[config.mk]
export PLATFORM = sky130hd
export DESIGN_NAME = mem_port_arbiter
export DESIGN_NICKNAME = d
export VERILOG_FILES = /design/src/rtl/mem_port_arbiter.sv
export SDC_FILE = /design/constraint.sdc
export NUM_CORES = 1
export LEC_CHECK = 0
export CAP_MARGIN = 0
export CORE_AREA = 2 2 121 123
export CTS_BUF_LIST = sky130_fd_sc_hd__clkbuf_2
export CTS_CLUSTER_DIAMETER = 50
export DETAILED_ROUTE_END_ITERATION = 6
export DIE_AREA = 0 0 123 125
export GPL_TIMING_DRIVEN = 1
export HOLD_SLACK_MARGIN = 0.06
export PLACE_DENSITY = 0.77
export SYNTH_ARGS = -nofsm -noshare
export SYNTH_HDL_FRONTEND = slang
export SYNTH_SLANG_ARGS = --single-unit
[constraint.sdc]
create_clock -name clk -period 3.5 [get_ports clk]
set_input_delay 0.35 -clock clk [delete_from_list [all_inputs] [get_ports clk]]
set_output_delay 0.35 -clock clk [all_outputs]
set_load 0.01 [all_outputs]
[src/rtl/mem_port_arbiter.sv]
// Two-requester arbiter sharing one memory port, one transaction at a time.
// Define MEM_ARB_RR_EN for round-robin on ties; otherwise m0 has fixed priority.
module mem_port_arbiter #(
    parameter int AW           = 32,
    parameter int DW           = 32,
    parameter int READ_LATENCY = 1
) (
    input  logic            clk,
    input  logic            reset,
    input  logic            m0_req,
    input  logic [AW-1:0]   m0_addr,
    input  logic            m0_we,
    input  logic [DW-1:0]   m0_wdata,
    input  logic [DW/8-1:0] m0_wmask,
    output logic            m0_gnt,
    output logic            m0_done,
    output logic [DW-1:0]   m0_rdata,
    input  logic            m1_req,
    input  logic [AW-1:0]   m1_addr,
    input  logic            m1_we,
    input  logic [DW-1:0]   m1_wdata,
    input  logic [DW/8-1:0] m1_wmask,
    output logic            m1_gnt,
    output logic            m1_done,
    output logic [DW-1:0]   m1_rdata,
    output logic [AW-1:0]   mem_addr,
    output logic [DW-1:0]   mem_wdata,
    output logic            mem_we,
    output logic [DW/8-1:0] mem_wmask,
    input  logic [DW-1:0]   mem_rdata,
    output logic            busy
);
    // state | meaning
    // IDLE  | waiting for a request; grant pulses here
    // ISSUE | captured request on the memory port; write strobe here
    // WAIT  | read in flight for READ_LATENCY cycles
    // DONE  | owner's done pulse, read data in rdata_q
    localparam int LW = $clog2(READ_LATENCY + 1);

    if (READ_LATENCY < 1) begin : g_cfg_err
        $error("mem_port_arbiter: READ_LATENCY must be >= 1");
    end

    typedef enum logic [1:0] {IDLE, ISSUE, WAIT, DONE} state_t;

    state_t            state;
    logic              owner;
    logic              last_winner;
    logic [LW-1:0]     lat_cnt;
    logic [AW-1:0]     addr_q;
    logic [DW-1:0]     wdata_q;
    logic [DW/8-1:0]   wmask_q;
    logic              we_q;
    logic [DW-1:0]     rdata_q;
    logic              any_req;
    logic              tie_pick;
    logic              win;

`ifdef MEM_ARB_RR_EN
    assign tie_pick = ~last_winner;
`else
    // last_winner is still tracked but masked out under fixed priority
    assign tie_pick = last_winner & 1'b0;
`endif

    always_comb begin
        any_req = m0_req | m1_req;
        win     = m0_req ? (m1_req ? tie_pick : 1'b0) : 1'b1;
    end

    assign m0_gnt    = (state == IDLE) & any_req & ~win;
    assign m1_gnt    = (state == IDLE) & any_req & win;
    assign m0_done   = (state == DONE) & ~owner;
    assign m1_done   = (state == DONE) & owner;
    assign m0_rdata  = rdata_q;
    assign m1_rdata  = rdata_q;
    assign mem_addr  = addr_q;
    assign mem_wdata = wdata_q;
    assign mem_wmask = wmask_q;
    assign mem_we    = (state == ISSUE) & we_q;
    assign busy      = (state != IDLE);

    always_ff @(posedge clk) begin
        if (reset) begin
            state       <= IDLE;
            owner       <= 1'b0;
            last_winner <= 1'b1;
            lat_cnt     <= '0;
            addr_q      <= '0;
            wdata_q     <= '0;
            wmask_q     <= '0;
            we_q        <= 1'b0;
            rdata_q     <= '0;
        end else begin
            case (state)
                IDLE: begin
                    if (any_req) begin
                        addr_q      <= win ? m1_addr  : m0_addr;
                        wdata_q     <= win ? m1_wdata : m0_wdata;
                        wmask_q     <= win ? m1_wmask : m0_wmask;
                        we_q        <= win ? m1_we    : m0_we;
                        owner       <= win;
                        last_winner <= win;
                        state       <= ISSUE;
                    end
                end
                ISSUE: begin
                    if (we_q) begin
                        state <= DONE;
                    end else begin
                        lat_cnt <= '0;
                        state   <= WAIT;
                    end
                end
                WAIT: begin
                    if (lat_cnt == LW'(READ_LATENCY - 1)) begin
                        rdata_q <= mem_rdata;
                        state   <= DONE;
                    end else begin
                        lat_cnt <= lat_cnt + LW'(1);
                    end
                end
                DONE: state <= IDLE;
                default: state <= IDLE;
            endcase
        end
    end
endmodule

---- Word-level counts from Yosys, hierarchy flattened ----
Cells that the tools add are included.
cells by class
  $add $sub $neg .......................... 1
  equal/unequal tests ..................... 6
  muxes and demuxes ....................... 12
  bitwise operators ....................... 9
  reduce and logical (&&, ||, !) cells .... 7
operators with widths
  kind                                                 count
  two-way mux 32 bit                                   2
  case mux 2 bit (4 select lines)                      1
  AND reduction 2 bit                                  4
  AND 1 bit                                            6
  inequality test 2 bit, second input constant         3
  two-way mux 1 bit                                    5
  equality test 2 bit, second input constant           2
  two-way mux 2 bit                                    2
  two-way mux 4 bit                                    1
  nonzero test 2 bit                                   2
  equality test 2 x 1 -> 1 bit, second input constant  1
  zero test 2 bit                                      1
  NOT 1 bit                                            2
  case mux 1 bit (2 select lines)                      1
  adder 1 bit, second input constant                   1
  OR 1 bit                                             1
storage, ports and cells
  register bits after elaboration ......... 105
  input bits .............................. 174
  output and inout port bits .............. 138
  logic and storage cells ................. 43

---- Logic depth before layout (Yosys ltp) ----
  word-level depth ........................ 3
  mapped depth ............................ 8
  depth with buffers taken out ............ 5

---- Worst setup path after synthesis ----
No wires, ideal clock.
  path kind ............................... flip-flop to output port
  start ................................... register state[0]
  end ..................................... output m1_gnt
  arrival time ............................ 1.381 ns
  data required time ...................... 3.150 ns
  slack ................................... 1.769 ns
  stages on the path, launching flop included .. 8
  path buffers ............................ 3
  path through ............................ dfxtp_1 -> inv_1 -> ha_1 -> o21a_1 -> buf_2 -> buf_6 -> buf_6 -> nor2b_1
between the ends
  longest elaborated chain between the ends .. 3
RTL lines
  item                    line  RTL
  from (decl)             46    state_t state;
  from (signal assigned)  85    state <= IDLE;
  from (signal assigned)  104   state <= ISSUE;
  from (signal assigned)  109   state <= DONE;
  zero test 2 bit         72    assign m1_gnt = (state == IDLE) & any_req & win;
  AND 1 bit (2 in a row)  72
  to (decl)               23    output logic m1_gnt,
Every way passes these cells.

---- Worst setup path in the final report ----
Same ends and word-level chain as after synthesis.

==> flow_summary.json <==
{
  "netlist_top_cells_count": "dfxtp_1, nor2_1, mux2i_1, a211oi_2, buf_4",
  "setup_viol_count_final": 0,
  "slowest_stage": "clkdlybuf4s50_1",
  "ys_ff_latch": 104,
  "clkLatencyLatePin_ns": 0.57,
  "row_count": 44,
  "max_freq_mhz": 382,
  "synthArstFlopShare": 0,
  "coreArea_um2": 14200,
  "clk_pin_slew_ns": 0.28,
  "synthToLayoutAreaGrowth_pct": 59.7,
  "synthesis.instances": 469,
  "start_util": 0.352,
  "p_leak_nw": 3.00,
  "drtIter0Drc": 152,
  "synth_area_leaders": "dfxtp_1, mux2i_1, a211oi_2",
  "period_minus_slack_ns": 2.62,
  "maxSlewViolCount": 0,
  "max_slew_margin": 0.308,
  "io_pins": 312,
  "synth_edf_count": 0,
  "portBuffers": 311,
  "drive_above_1_share": 0.124,
  "num_vias": 4256,
  "finalHoldViolCount": 0,
  "dpl.hpwl_um": 10700,
  "start_kind": "flip-flop",
  "layoutNonFillerInstCount": 912,
  "via_per_inst": 4.67,
  "fin_skew_ns": 0.0284,
  "drt-pass1-iter-count": 4,
  "peakVddDrop_v": 0.000494,
  "cts_tree": "yes",
  "ys_seq_area_frac": 0.417,
  "grt_antenna_before_repair": 1,
  "fin_tns_setup_ns": 0,
  "crit_type": "flip-flop to output pin",
  "root_buffer": "clkbuf_2",
  "place.gp.congestion": 0.745,
  "cp_data_required_time_ns": 3.15,
  "arrival_ns": 2.27,
  "fin_nets": 901,
  "die_h_um": 125,
  "wl_um": 14300,
  "ctsHoldBuffers": 0,
  "grt_max_degree": 140,
  "rsz0062_at_grt": "false",
  "cts.sinks": 104,
  "worstPathMaxFanout": 5,
  "htreeDepth": 3,
  "post-cts-setup-buffers": 0,
  "grt_pass1_wl_um": 21700,
  "yosysTopAreaCell": "dfxtp_1",
  "avgSynthCellArea_um2": 10.7,
  "dp_cells": 895,
  "outcome": "complete, no violations",
  "numCtsBuffers": 9,
  "syn_nets": 648,
  "finalPower_mw": 5.13,
  "clockBufferDepth": 2,
  "critical_path.cell_chain": "inv_1, ha_1, o21a_4, nor2b_1, clkdlybuf4s50_1",
  "dieArea_um2": 15400,
  "critPathBufInv": 2,
  "ant_nets": 0,
  "ys.warnings.count": 0,
  "power_density_nw_per_um2": 642,
  "hold_depth": 2,
  "grt_overflow": 0,
  "fp.dieW_um": 123,
  "endpoint_kind": "output pin",
  "synth_cell_types": 18,
  "period_share": 0.748,
  "grt_use_total": 0.180,
  "synth_top_area_frac": 0.417,
  "r2r.worst_path.cells": 6,
  "synth.cell_area_um2": 5000,
  "drt-wirelength-per-cell_um": 15.7,
  "route.detailed.drc": 0,
  "worstSetupPathDepth": 5,
  "worstHoldPathType": "primary input to flip-flop",
  "whs_ns": 0.277,
  "max_cap_violations": 0,
  "cts_resized": 0,
  "synth_ff_type": "dfxtp_1",
  "yosysMostFrequentCell": "dfxtp_1",
  "tightestPinTransition_ns": 1.04,
  "cp_slowest_stage_delay_ns": 0.60,
  "grt_pass1_vias": 4387,
  "path_delay_family": "buffers and inverters"
}
power breakdown:
group | internal, mW | leakage (nW) | switching, mW
clock network | 0.0914 | 0.0530 | 0.395
registers | 1.58 | 0.858 | 0.231
logic | 1.50 | 2.09 | 1.34
placed cells by master, fill, tap and decap left out, drive strengths merged:
cell           Yosys  final
nor3               2      2
diode              0      1
or3b               1      1
nor2             103    103
clkinvlp           0      2
dfxtp            104    104
mux2i            102    102
a211oi            69     69
and2               3      3
a221oi             1      1
clkbuf             8     10
clkdlybuf4s50      0    309
clkinv             0      4
nor2b              2      2
buf               64      5
o21a               1      1
ha                 5      5
o21ai              1      1
inv                3      3
cell type report:
class / instances / area (um2)
fillers: 1222 / 6220
repair buffers: 314 / 3160
diodes: 1 / 2.50
multi-input cells: 290 / 2410
flip-flops and latches: 104 / 2080
clock inverters: 6 / 36.3
clock buffers: 10 / 50.0
well taps: 184 / 230
inverters: 3 / 11.3
per-stage QoR:
step / util / cell area [um2] / worst slack, ns
final: 0.562 / 7980 / 0.883
after CTS: 0.562 / 7980 / 0.752
after floorplan: - / 5000 / 1.77
after global placement: 0.556 / 7890 / 1.35
after global routing: 0.562 / 7980 / 0.643
after detailed placement: 0.556 / 7890 / 1.28
layer usage:
metal / up-vias / global-route usage / wire length [um]
li1: 2103 / - / -
met1: 1941 / 0.190 / 5510
met2: 190 / 0.328 / 7230
met3: 22 / 0.0525 / 1300
met4: 0 / 0.0749 / 301
met5: - / 0 / 0
path summary, 6_finish.rpt:
| kind | from | end | slack (ns) |
|---|---|---|---|
| hold reg to reg | owner | owner | 0.53 |
| setup reg to reg | state[0] | mem_wdata[16] | 1.50 |
| hold / removal | reset | m0_rdata[14] | 0.28 |
| setup / recovery | state[0] | m1_gnt | 0.88 |
state kept, by name (all words and copies together), names as in the netlist:
signal / cells
m0_rdata: 32
mem_addr: 32
mem_wmask: 4
mem_wdata: 32
owner: 1
state: 2
we_q: 1
cells by family after synthesis:
logic type,share of synthesized area
and+or+nand+nor,0.0874
buffers and inverters,0.102
AOI/OAI and AO/OA,0.177
muxes,0.204
DFF,0.417
adders and majority gates,0.0125
No activity file was read; power rests on OpenSTA's default activity.
